### config.mk
export PLATFORM = sky130hd
export DESIGN_NAME = fft_bfly_sequencer
export DESIGN_NICKNAME = d
export VERILOG_FILES = /design/src/rtl/fft_bfly_sequencer.sv
export SDC_FILE = /design/constraint.sdc
export NUM_CORES = 1
export LEC_CHECK = 0
export ABC_AREA = 1
export BUFFER_PORTS_ARGS = -buffer_cell sky130_fd_sc_hd__buf_2
export CAP_MARGIN = 20
export CORE_MARGIN = 1.5
export CORE_UTILIZATION = 60
export CTS_BUF_LIST = sky130_fd_sc_hd__clkbuf_8
export CTS_CLUSTER_SIZE = 16
export DETAILED_ROUTE_END_ITERATION = 10
export PLACE_DENSITY = 0.86
export SYNTH_ARGS = -nofsm -noshare
export SYNTH_HDL_FRONTEND = slang
export SYNTH_SLANG_ARGS = --single-unit
### constraint.sdc
create_clock -name clk -period 8.3 [get_ports clk]
set_clock_uncertainty 0.2 [all_clocks]
set_input_delay 0.83 -clock clk [delete_from_list [all_inputs] [get_ports clk]]
set_output_delay 0.83 -clock clk [all_outputs]
set_load 0.02 [all_outputs]
### src/rtl/fft_bfly_sequencer.sv
// Address and twiddle sequencer for an in-place radix-2 DIT 32-point FFT.
// Walks 5 stages x 16 butterflies and presents each butterfly's sample-memory
// address pair and sign-magnitude twiddle factor over a valid/ready handshake.
// Optional feature macro: FFT_STAGE_GAP_EN inserts STAGE_GAP idle cycles
// between stages so the butterfly pipeline can write back before the next
// stage reads.
// The twiddle ROM holds magnitudes rounded for FIX_BIT = 7; N = 32 is fixed.
module fft_bfly_sequencer #(
  parameter int unsigned BITS      = 16,
  parameter int unsigned FIX_BIT   = 7,
  parameter int unsigned LOG2N     = 5,
  parameter int unsigned STAGE_GAP = 3
) (
  input  logic             clk,
  input  logic             rst_n,
  input  logic             start,
  output logic             busy,
  output logic             done,
  output logic             out_valid,
  input  logic             out_ready,
  output logic [LOG2N-1:0] addr_a,
  output logic [LOG2N-1:0] addr_b,
  output logic [BITS-1:0]  tw_re,
  output logic [BITS-1:0]  tw_im,
  output logic [2:0]       stage,
  output logic             last
);

  localparam int unsigned K_W   = LOG2N - 1;
  localparam int unsigned M_W   = LOG2N - 1;
  localparam int unsigned MAG_W = FIX_BIT + 1;
  localparam int unsigned GW    = (STAGE_GAP < 2) ? 1 : $clog2(STAGE_GAP + 1);

  localparam logic [2:0]     STAGE_LAST = 3'(LOG2N - 1);
  localparam logic [K_W-1:0] K_LAST     = '1;

  typedef enum logic [1:0] {IDLE, RUN, FIN} state_t;

  state_t         state;
  logic [K_W-1:0] k_q;

  logic           k_wrap;
  logic           at_last;
  logic [2:0]     nxt_stage;
  logic [K_W-1:0] nxt_k;
  logic [2:0]     sel_stage;
  logic [K_W-1:0] sel_k;
  logic           sel_last;

  logic [LOG2N-1:0] span;
  logic [K_W-1:0]   mask;
  logic [K_W-1:0]   pos;
  logic [K_W-1:0]   grp;
  logic [M_W-1:0]   m;
  logic [LOG2N-1:0] addr_a_c;
  logic [LOG2N-1:0] addr_b_c;

  logic             re_neg;
  logic             im_neg;
  logic [MAG_W-1:0] re_mag;
  logic [MAG_W-1:0] im_mag;
  logic [BITS-1:0]  tw_re_c;
  logic [BITS-1:0]  tw_im_c;

`ifdef FFT_STAGE_GAP_EN
  logic [GW-1:0] gap_cnt;
`else
  // Keeps the gap length referenced when the gap logic is compiled out.
  logic [GW-1:0] unused_gap;
  assign unused_gap = GW'(STAGE_GAP);
`endif

  // Position of the butterfly to present next (fresh run from IDLE, else advance).
  always_comb begin
    k_wrap    = (k_q == K_LAST);
    at_last   = k_wrap && (stage == STAGE_LAST);
    nxt_k     = k_wrap ? '0 : k_q + K_W'(1);
    nxt_stage = k_wrap ? stage + 3'd1 : stage;
    sel_stage = nxt_stage;
    sel_k     = nxt_k;
    if (state == IDLE) begin
      sel_stage = '0;
      sel_k     = '0;
    end
    sel_last = (sel_stage == STAGE_LAST) && (sel_k == K_LAST);
  end

  // Address pair and twiddle index: insert a zero bit at position 'stage' of k.
  always_comb begin
    span     = LOG2N'(1) << sel_stage;
    mask     = K_W'(span - LOG2N'(1));
    pos      = sel_k & mask;
    grp      = sel_k >> sel_stage;
    addr_a_c = (LOG2N'(grp) << (sel_stage + 3'd1)) | LOG2N'(pos);
    addr_b_c = addr_a_c + span;
    m        = M_W'(pos << (3'(K_W) - sel_stage));
  end

  // Twiddle ROM: W^m = cos(2*pi*m/32) - j*sin(2*pi*m/32), magnitudes in Q.7.
  always_comb begin
    re_neg = 1'b0;
    im_neg = 1'b1;
    re_mag = '0;
    im_mag = '0;
    case (m)
      4'd0:  begin re_mag = MAG_W'(128); im_mag = MAG_W'(0);   im_neg = 1'b0; end
      4'd1:  begin re_mag = MAG_W'(126); im_mag = MAG_W'(25);  end
      4'd2:  begin re_mag = MAG_W'(118); im_mag = MAG_W'(49);  end
      4'd3:  begin re_mag = MAG_W'(106); im_mag = MAG_W'(71);  end
      4'd4:  begin re_mag = MAG_W'(91);  im_mag = MAG_W'(91);  end
      4'd5:  begin re_mag = MAG_W'(71);  im_mag = MAG_W'(106); end
      4'd6:  begin re_mag = MAG_W'(49);  im_mag = MAG_W'(118); end
      4'd7:  begin re_mag = MAG_W'(25);  im_mag = MAG_W'(126); end
      4'd8:  begin re_mag = MAG_W'(0);   im_mag = MAG_W'(128); end
      4'd9:  begin re_mag = MAG_W'(25);  im_mag = MAG_W'(126); re_neg = 1'b1; end
      4'd10: begin re_mag = MAG_W'(49);  im_mag = MAG_W'(118); re_neg = 1'b1; end
      4'd11: begin re_mag = MAG_W'(71);  im_mag = MAG_W'(106); re_neg = 1'b1; end
      4'd12: begin re_mag = MAG_W'(91);  im_mag = MAG_W'(91);  re_neg = 1'b1; end
      4'd13: begin re_mag = MAG_W'(106); im_mag = MAG_W'(71);  re_neg = 1'b1; end
      4'd14: begin re_mag = MAG_W'(118); im_mag = MAG_W'(49);  re_neg = 1'b1; end
      4'd15: begin re_mag = MAG_W'(126); im_mag = MAG_W'(25);  re_neg = 1'b1; end
      default: ;
    endcase
    tw_re_c = {re_neg, (BITS-1)'(re_mag)};
    tw_im_c = {im_neg, (BITS-1)'(im_mag)};
  end

  // Sequencer FSM with registered handshake, address and twiddle outputs.
  always_ff @(posedge clk or negedge rst_n) begin
    if (!rst_n) begin
      state     <= IDLE;
      k_q       <= '0;
      stage     <= '0;
      busy      <= 1'b0;
      done      <= 1'b0;
      out_valid <= 1'b0;
      addr_a    <= '0;
      addr_b    <= '0;
      tw_re     <= '0;
      tw_im     <= '0;
      last      <= 1'b0;
`ifdef FFT_STAGE_GAP_EN
      gap_cnt   <= '0;
`endif
    end else begin
      done <= 1'b0;
      case (state)
        IDLE: begin
          if (start) begin
            state     <= RUN;
            busy      <= 1'b1;
            out_valid <= 1'b1;
            stage     <= sel_stage;
            k_q       <= sel_k;
            addr_a    <= addr_a_c;
            addr_b    <= addr_b_c;
            tw_re     <= tw_re_c;
            tw_im     <= tw_im_c;
            last      <= sel_last;
          end
        end
        RUN: begin
`ifdef FFT_STAGE_GAP_EN
          if (!out_valid) begin
            if (gap_cnt <= GW'(1)) out_valid <= 1'b1;
            if (gap_cnt != '0) gap_cnt <= gap_cnt - GW'(1);
          end else
`endif
          if (out_valid && out_ready) begin
            if (at_last) begin
              state     <= FIN;
              out_valid <= 1'b0;
              busy      <= 1'b0;
              done      <= 1'b1;
              last      <= 1'b0;
            end else begin
              stage  <= sel_stage;
              k_q    <= sel_k;
              addr_a <= addr_a_c;
              addr_b <= addr_b_c;
              tw_re  <= tw_re_c;
              tw_im  <= tw_im_c;
              last   <= sel_last;
`ifdef FFT_STAGE_GAP_EN
              if (k_wrap && (STAGE_GAP != 0)) begin
                out_valid <= 1'b0;
                gap_cnt   <= GW'(STAGE_GAP);
              end
`endif
            end
          end
        end
        FIN: begin
          state <= IDLE;
        end
        default: begin
          state <= IDLE;
        end
      endcase
    end
  end

endmodule

=== Word-level counts from Yosys, hierarchy flattened ===
Cells that the tools add are included.

* Add/sub/neg operators: 6
* Eq/ne operators: 24
* Shift-type cells: 4
* Mux-type cells: 47
* Bitwise operators: 2
* Reduce and logical (&&, ||, !) cells: 18

{| class="wikitable"
|+ Operators by type and width
! operator !! count
|-
| $pmux 8 s9 || 2
|-
| $mux 16 || 6
|-
| $pmux 16 s2 || 2
|-
| $eq 4x4->1 const B || 10
|-
| $mux 5 || 6
|-
| $mux 4 || 5
|-
| $pmux 5 s2 || 2
|-
| $eq 4x3->1 const B || 4
|-
| $mux 3 || 5
|-
| $reduce_or 2->1 || 7
|-
| $mux 1 || 11
|-
| $eq 4x2->1 const B || 2
|-
| $ne 2x2->1 const B || 4
|-
| $pmux 4 s2 || 1
|-
| $reduce_and 4->1 || 2
|-
| $reduce_or 7->1 || 1
|-
| $add 3x1->3 const B || 2
|-
| $eq 3x3->1 const B || 2
|-
| $mux 2 || 3
|-
| $pmux 3 s2 || 1
|-
| $reduce_and 3->1 || 2
|-
| $add 5x5->5 || 1
|-
| $or 5x4->5 || 1
|-
| $shl 1x3->5 const A || 1
|-
| 15 further kinds || 18
|}

* Register bits: 54
* Output and inout bits: 49
* Logic and storage cells: 111

=== Longest topological paths before layout ===
Gate-level depths: netlist (run 1).

* Depth in word-level cells: 13
* Mapped depth: 24
* Mapped depth without buffers: 24

=== Worst setup path after synthesis (run 1) ===
OpenSTA, ideal clock, no wires.

* Path type: register -> register
* Start point: register stage[0]
* End point: register addr_b[4]
* Library setup time: 0.129 ns
* Data arrival time: 3.219 ns
* Data required time: 7.971 ns
* Path slack: 4.752 ns
* Stages on the path, launching flop included: 18
* Path buffers: 0
* Cells stage by stage: dfrtp_1 -> inv_1 -> ha_1 -> nor2_1 -> nor2_2 -> inv_1 -> ha_1 -> ha_1 -> inv_1 -> nand3_1 -> nand3_1 -> o21ai_0 -> fa_1 -> nand3_1 -> nand2_1 -> xor2_1 -> xor2_1 -> o21ai_1

* Longest elaborated chain between the ends: 11
* Elaborated cells on any way between the ends: 19
* Those cells by class: add/sub: 4; eq/ne: 2; shift: 3; mux: 6; bitwise: 2; reduce/logical: 2

{| class="wikitable"
|+ Ends and longest elaborated chain
! item !! RTL line !! source
|-
| start, declared || 25 || <nowiki>output logic [2:0] stage,</nowiki>
|-
| start signal, assigned || 153 || <nowiki>stage <= sel_stage;</nowiki>
|-
| start signal, assigned || 177 || <nowiki>stage <= sel_stage;</nowiki>
|-
| $add 3x1->3 * || 78 || <nowiki>nxt_stage = k_wrap ? stage + 3'd1 : stage;</nowiki>
|-
| $mux 3 * || 78 ||
|-
| $mux 3 * || 81 || <nowiki>if (state == IDLE) begin</nowiki>
|-
| named net sel_stage[1] || 46 || <nowiki>logic [2:0] sel_stage;</nowiki>
|-
| $shl 1x3->5 || 90 || <nowiki>span = LOG2N'(1) << sel_stage;</nowiki>
|-
| $sub 4x1->4 || 91 || <nowiki>mask = K_W'(span - LOG2N'(1));</nowiki>
|-
| $and 4x4->4 || 92 || <nowiki>pos = sel_k & mask;</nowiki>
|-
| $or 5x4->5 * || 94 || <nowiki>addr_a_c = (LOG2N'(grp) << (sel_stage + 3'd1)) | LOG2N'(pos);</nowiki>
|-
| named net addr_a_c[1] || 55 || <nowiki>logic [LOG2N-1:0] addr_a_c;</nowiki>
|-
| $add 5x5->5 * || 95 || <nowiki>addr_b_c = addr_a_c + span;</nowiki>
|-
| $mux 5 || 170 || <nowiki>if (at_last) begin</nowiki>
|-
| $mux 5 || 169 || <nowiki>if (out_valid && out_ready) begin</nowiki>
|-
| $pmux 5 s2 * || 147 || <nowiki>case (state)</nowiki>
|-
| end signal, assigned || 156 || <nowiki>addr_b <= addr_b_c;</nowiki>
|-
| end signal, assigned || 180 || <nowiki>addr_b <= addr_b_c;</nowiki>
|-
| end, declared || 22 || <nowiki>output logic [LOG2N-1:0] addr_b,</nowiki>
|}

The timed path passes the listed nets; every way through them passes the cells marked *. The select of a mux whose other input is x is not followed.
A chain may end at the register's enable or synchronous reset.

=== Final worst setup path (run 1) ===
Same ends and word-level chain as after synthesis.

==> metrics.md, run 1 <==
| Metric | Value |
|---|---|
| Status | `complete, no violations` |
| Initial Util | `0.615` |
| Mapped Cells | `355` |
| Synth top area share | `0.348` |
| Hold Vio Cnt, Final | `0` |
| # resized after CTS | `0` |
| CP Data Required Time | `8.27 ns` |
| Worst hold stages | `2` |
| CP startpoint kind | `register` |
| Core area | `4320 sq um` |
| Starting DRC count in detailed routing | `162` |
| IO Count | `53` |
| Final setup violation count | `0` |
| Pre-CTS WS | `4.48 ns` |
| Dpl cells | `about 440` |
| Hold-fix buffers, CTS | `0` |
| Synth Warn # | `0` |
| Antenna cells | `0` |
| Fin worst setup slack | `4.39 ns` |
| Pre-antenna DRT Iters | `4` |
| CTS tree | `yes` |
| Via/cell ratio | `5.30` |
| Clock tree buffer depth | `2` |
| Grt total ovfl | `0` |
| Max frequency | `256 MHz` |
| Yosys reg bits | `37` |
| Min-Delay Path Class | `register to register` |
| Post-synth ARST share | `1.00` |
| Layout cells sized above 1 | `0.230` |
| Max Fanout on Critical Path | `8` |
| Reg2Reg Setup Slack | `4.39 ns` |
| DRC violations left | `0` |
| Global-route wire length before repair | `~9.5 mm` |
| Die width | `a little under 70 um` |
| Worst vdd ir | `around 0.17 mV` |
| Port Buffer Count | `38` |
| Number of synthesized flops with an enable pin | `0` |
| Via count | `2,348` |
| Post-Syn Area | `between 2000 and 3000 sq um` |
| Syn Area/Cell | `7.50 sq um` |
| Power per cell area | `a little under 200 nW/um^2` |
| Row count | `24` |
| Worst-Skew Late Latency | `0.29 ns` |
| Final wirelength | `5.47 mm` |
| Sequential area share after synthesis | `0.348` |
| Synth area leader | `dfrtp_1` |
| Placed Area | `roughly 2800 sq um` |
| Post-CTS Setup Bufs | `0` |
| Lkg Pwr | `1.68 nW` |
| RSZ-0062 raised after global routing | `no` |
| GRT Overall Usage | `0.241` |
| Area delta synth->final | `8.79%` |
| Clock slew at reported path FFs | `~0.07 ns` |
| Worst Reg-to-Reg Cells | `17` |
| Final Cycle Share | `0.470` |
| Clk Tree Root Cell | `clkbuf_8` |
| Drt wl/cell | `12.3 um` |
| Synth top area cells | `dfrtp_1, nand2_1, ha_1` |
| Slew Limit Fails | `0` |
| Layout Nets | `409` |
| Worst-Margin Slew | `0.794 ns` |
| Fin cells | `roughly 440` |
| Synth unique cells | `35` |
| Max-cap violation count | `0` |
| Crit path DAT | `between 3 and 4 ns` |
| CP Capture Type | `register` |
| Largest net degree at the start of global routing | `47` |
| Die area | `4840 sq um` |
| Die span in y | `69.6 um` |
| Post-route cell area | `2900 sq um` |
| Clk sinks | `37` |
| HPWL after detailed placement | `4.07 mm` |
| Most used DFF post-synth | `dfrtp_1` |
| Total negative setup slack | `0 ns` |
| CTS buffer count | `5` |
| Vias in the first global route | `between 2,000 and 2,500` |
| Relative slew slack | `0.471` |
| Synth top cells by count | `nand2_1, dfrtp_1, inv_1` |
| Crit Path Class | `register to register` |
| Remaining antenna violation count | `0` |
| GPL Wtd Cong | `0.887` |
| Fill count | `376` |
| Htree depth | `2` |
| Initial antenna violation count | `0` |
| Count leader, synth | `nand2_1` |
| Period minus WS final | `3.91 ns` |
-- sequential cells by signal (all words and copies together), names as in the netlist --
| register | flops |
|---|---|
| addr_a | 5 |
| addr_b | 5 |
| done | 1 |
| k_q | 4 |
| last | 1 |
| out_valid | 1 |
| stage | 3 |
| state | 2 |
| tw_im | 7 |
| tw_re | 8 |
-- per-stage QoR --
step           hold slack [ns]  power, mW   util
6_report                 0.276      0.556  0.670
5_1_grt                  0.301      0.592  0.670
4_1_cts                  0.279      0.557  0.670
3_5_place_dp             0.260      0.436  0.650
3_3_place_gp             0.258      0.432  0.650
2_1_floorplan            0.300      0.384      -
-- final cells by class --
type	count	area, sq um	share of cell area
Tap cell	52	65.1	0.0225
Inverter	34	134	0.0462
Sequential cell	37	926	0.320
Clock buffer	5	68.8	0.0238
Multi-Input combinational cell	273	1490	0.515
Timing Repair Buffer	39	198	0.0683
Clock inverter	3	13.8	0.00475
-- report_power, final --
| part | internal [mW] | leakage [nW] | switching (mW) |
|---|---|---|---|
| combinational | 0.0637 | 1.14 | 0.145 |
| clock | 0.0569 | 0.0491 | 0.0646 |
| sequential | 0.206 | 0.488 | 0.0194 |
| total | 0.327 | 1.68 | 0.229 |
-- path summary, 6_finish.rpt --
path                                 startpoint                    end
min reg2reg                tw_im[5]$_DFFE_PN0P_   tw_im[5]$_DFFE_PN0P_
min in group asynchronous                 rst_n   tw_re[6]$_DFFE_PN0P_
max in group asynchronous                 rst_n     k_q[0]$_DFFE_PN0P_
max reg2reg                stage[0]$_DFFE_PN0P_  addr_b[4]$_DFFE_PN0P_
max                        stage[0]$_DFFE_PN0P_  addr_b[4]$_DFFE_PN0P_
min                        tw_im[5]$_DFFE_PN0P_   tw_im[5]$_DFFE_PN0P_
-- cell usage in the layout (no fill, tap or decap), types with 5 or more instances in the layout --
cell      instances
clkbuf_8          5
nand4_1          11
conb_1           14
o21ai_0          20
nor2_2            7
nand2_1         111
nand3_1          24
nor2_1           25
nand2_2          13
ha_1             14
inv_1            28
buf_2            38
dfrtp_1          37
-- worst max-delay path, stage by stage, from the launching register on --
cell     delay (ns)
dfrtp_1        0.50
inv_1          0.15
ha_1           0.30
nor2_1         0.05
nor2_2         0.25
inv_1          0.15
ha_1           0.26
ha_1           0.25
inv_1          0.14
nand3_1        0.16
nand3_1        0.13
o21ai_0        0.22
fa_1           0.52
nand3_1        0.08
nand2_1        0.06
xor2_1         0.15
xor2_1         0.15
o21ai_1        0.07
-- per-layer routing --
| metal | vias up | part of all wire | global-route usage | routed length, um |
|---|---|---|---|---|
| met5 | - | 0 | 0 | 0 |
| met4 | 0 | 0.0097 | 0.0784 | 53 |
| met3 | 5 | 0.056 | 0.0378 | 308 |
| met2 | 79 | 0.46 | 0.387 | 2540 |
| met1 | 1078 | 0.47 | 0.335 | 2570 |
| li1 | 1186 | - | - | - |
-- logic make-up after synthesis --
logic type	synth area share
other cells	0.00141
compound gates	0.0780
flops	0.348
buf+inv	0.110
fa+ha+maj	0.0733
simple gates	0.376
xor+xnor	0.0132
Power figures use the tool's default switching activity.
==> inputs of run 2 (changes only) <==
--- a/config.mk
+++ b/config.mk
@@ -9,11 +9,11 @@
 export BUFFER_PORTS_ARGS = -buffer_cell sky130_fd_sc_hd__buf_2
 export CAP_MARGIN = 20
 export CORE_MARGIN = 1.5
-export CORE_UTILIZATION = 60
+export CORE_UTILIZATION = 57
 export CTS_BUF_LIST = sky130_fd_sc_hd__clkbuf_8
 export CTS_CLUSTER_SIZE = 16
 export DETAILED_ROUTE_END_ITERATION = 10
-export PLACE_DENSITY = 0.86
+export PLACE_DENSITY = 0.82
 export SYNTH_ARGS = -nofsm -noshare
 export SYNTH_HDL_FRONTEND = slang
 export SYNTH_SLANG_ARGS = --single-unit
==> constraint.sdc (replaced) <==
create_clock -name clk -period 4 [get_ports clk]
set_clock_uncertainty 0.2 [all_clocks]
set_input_delay 0.4 -clock clk [delete_from_list [all_inputs] [get_ports clk]]
set_output_delay 0.4 -clock clk [all_outputs]
set_load 0.02 [all_outputs]
==> run 2 against run 1 <==
Against the previous run: the flow now finishes with violations (negative hold slack); utilization shrank 1.2 points; cell count is the same; via count shrank 2.5%; sequential power grew 110%; highest routed layer unchanged; largest cell class unchanged; clock power grew 110%.
==> metrics.md, run 2 (synthesis gave the netlist of run 1 again) <==
| Metric | Value |
|---|---|
| Status | `complete, but fails checks` |
| Reg-to-reg endpoint | `addr_b[4]$_DFFE_PN0P_` |
| Total negative setup slack | `0 ns (unchanged)` |
| Post-CTS Setup Bufs | `0 (unchanged)` |
| Global-route wire length before repair | `9.80 mm (+2.9%)` |
| Final wirelength | `5.63 mm (+2.9%)` |
| Grt total ovfl | `0 (unchanged)` |
| Commonest cells after routing, fill and taps aside | `nand2_1, buf_2, dfrtp_1` |
| CP Capture Type | `register` |
| Clk sinks | `37 (unchanged)` |
| CP startpoint kind | `register` |
| Max reg flops | `8 (unchanged)` |
| Die span in y | `71.3 um (+2.5%)` |
| GRT Overall Usage | `0.241 (about the same)` |
| Via/cell ratio | `5.17 (-2.5%)` |
| Clock tree buffer depth | `2 (unchanged)` |
| Crit path cell chain | `ha_1, nand3_4, clkinv_2, nand2_2, nand2_4, nor2_8, inv_4, ha_1, ha_1, inv_1, nand3_1, nand3_1, o21ai_1, fa_1, nand3_1, nand2_1, xor2_1, xor2_1, o21ai_1` |
| Core area | `4410 sq um (+2.1%)` |
| Lkg Pwr | `1.68 nW (about the same)` |
| Drt wl/cell | `12.7 um (+2.9%)` |
| Clock slew at reported path FFs | `0.07 ns (about the same)` |
| Worst-Skew Late Latency | `0.29 ns (about the same)` |
| Hold Vio Cnt, Final | `8 (+8)` |
| Slew Limit Fails | `0 (unchanged)` |
| CTS buffer count | `5 (unchanged)` |
| Die area | `5090 sq um (+5.0%)` |
| Initial antenna violation count | `0 (unchanged)` |
| Fill count | `389 (+3.5%)` |
| CTS tree | `yes` |
| GPL Wtd Cong | `0.927 (+4.5%)` |
| Worst-Margin Slew | `0.820 ns (+0.0259 ns)` |
| Max frequency | `270 MHz (+5.6%)` |
| HPWL after detailed placement | `4.12 mm (+1.2%)` |
| Reg area | `927 sq um (+0.14%)` |
| Dpl cells | `435 (unchanged)` |
| Reg2Reg Setup Slack | `0.30 ns (-4.09 ns)` |
| Failing checks | `negative hold slack` |
| Vias in the first global route | `2,081 (-3.7%)` |
| Pre-antenna DRT Iters | `4 (unchanged)` |
| CP max stage delay | `0.48 ns (-0.04 ns)` |
| Die width | `71.3 um (+2.5%)` |
| Commonest non-fill, non-tap cell in the layout | `nand2_1` |
| Reg with most FFs | `tw_re` |
| Relative slew slack | `0.454 (-0.0173)` |
| Final setup violation count | `0 (unchanged)` |
| Final Cycle Share | `0.924 (+0.454)` |
| Min-Delay Path Class | `input port to asynchronous set/reset pin` |
| Area delta synth->final | `9.03%` |
| Via count | `2,290 (-2.5%)` |
| Worst hold margin | `-0.00676 ns (-0.283 ns)` |
| Crit path DAT | `3.67 ns (-0.20 ns)` |
| Max-cap violation count | `0 (unchanged)` |
| Remaining antenna violation count | `0 (unchanged)` |
| Power per cell area | `398 nW/um^2 (+110%)` |
| Multi-input logic area | `1500 sq um (+0.34%)` |
| CP startpoint | `k_q[0]$_DFFE_PN0P_` |
| Layout cells sized above 1 | `0.233 (+0.00256)` |
| Biggest regs | `tw_re: 8 flops, tw_im: 7 flops` |
| Max Fanout on Critical Path | `9 (+1)` |
| Worst Reg-to-Reg Cells | `19 (+2)` |
| RSZ-0062 raised after global routing | `no` |
| Critical-path top delay cell | `fa_1` |
| IO Count | `53 (unchanged)` |
| Row count | `24 (unchanged)` |
| Fin cells | `443 (unchanged)` |
| Layout Nets | `409 (unchanged)` |
| Crit Path Class | `register to register` |
| Worst vdd ir | `0.206 mV (+24%)` |
| Htree depth | `2 (unchanged)` |
| Period minus WS final | `3.70 ns (-0.207 ns)` |
| DRC violations left | `0 (unchanged)` |
| Crit Reg-Reg Startpoint | `k_q[0]$_DFFE_PN0P_` |
| Starting DRC count in detailed routing | `161 (-0.62%)` |
| CP Data Required Time | `3.97 ns (-4.30 ns)` |
| Clk Tree Root Cell | `clkbuf_8` |
| Initial Util | `0.603 (-0.0126)` |
| Crit path max-delay family | `adder cells` |
| Port Buffer Count | `38 (unchanged)` |
| Largest net degree at the start of global routing | `38 (-19%)` |
| Antenna cells | `0 (unchanged)` |
| Critical path buffers and inverters | `3 (unchanged)` |
run 2: cell counts in the layout (fill, tap and decap cells not counted):
No cell type changed its count.
run 2: worst max-delay path by stage:
stage	endpoint	cells past startpoint	slack, ns
after floorplan	addr_b[4]$_DFFE_PN0P_	17	0.45
after global placement	addr_b[4]$_DFFE_PN0P_	17	0.39
after detailed placement	addr_b[4]$_DFFE_PN0P_	17	0.21
after CTS	addr_b[4]$_DFFE_PN0P_	17	0.18
after global routing	addr_b[4]$_DFFE_PN0P_	18	0.02
final	addr_b[4]$_DFFE_PN0P_	19	0.30
run 2: layer usage:
layer / vias to the layer above / wire (um) / track usage
li1: 1184 / - / -
met1: 1028 / 2760 / 0.364
met2: 71 / 2470 / 0.352
met3: 7 / 309 / 0.0380
met4: 0 / 91 / 0.0839
met5: - / 0 / 0
run 2: layout make-up:
type / count / share of cell area
clock buffer: 5 / 0.0237
clock inverter: 3 / 0.00474
inverter: 34 / 0.0461
multi-input combinational: 273 / 0.515
sequential: 37 / 0.320
tap: 52 / 0.0224
timing repair buffer: 39 / 0.0681
run 2: report_power, final:
group	total (mW)	switching [mW]	internal (mW)
Sequential	0.467	0.0392	0.428
Clock	0.251	0.133	0.118
Combinational	0.435	0.302	0.133
Total	1.15	0.474	0.679
run 2: what timing repair did:
| item | CTS | global route |
|---|---|---|
| hold buffers | 0 | 0 |
| setup endpoints to repair | 0 | 1 |
| resized for setup | 0 | 3 |
run 2: per-stage QoR:
step / setup slack (ns) / cell area [sq um] / total power, mW / utilization / hold WS (ns)
after floorplan: 0.452 / 2710 / 0.796 / - / -0.0956
final: 0.302 / 2900 / 1.15 / 0.657 / -0.00676
after detailed placement: 0.211 / 2810 / 0.901 / 0.637 / 0.261
after global placement: 0.394 / 2810 / 0.899 / 0.637 / 0.258
after CTS: 0.183 / 2900 / 1.16 / 0.656 / 0.0315
after global routing: 0.0166 / 2900 / 1.23 / 0.657 / 0.0647
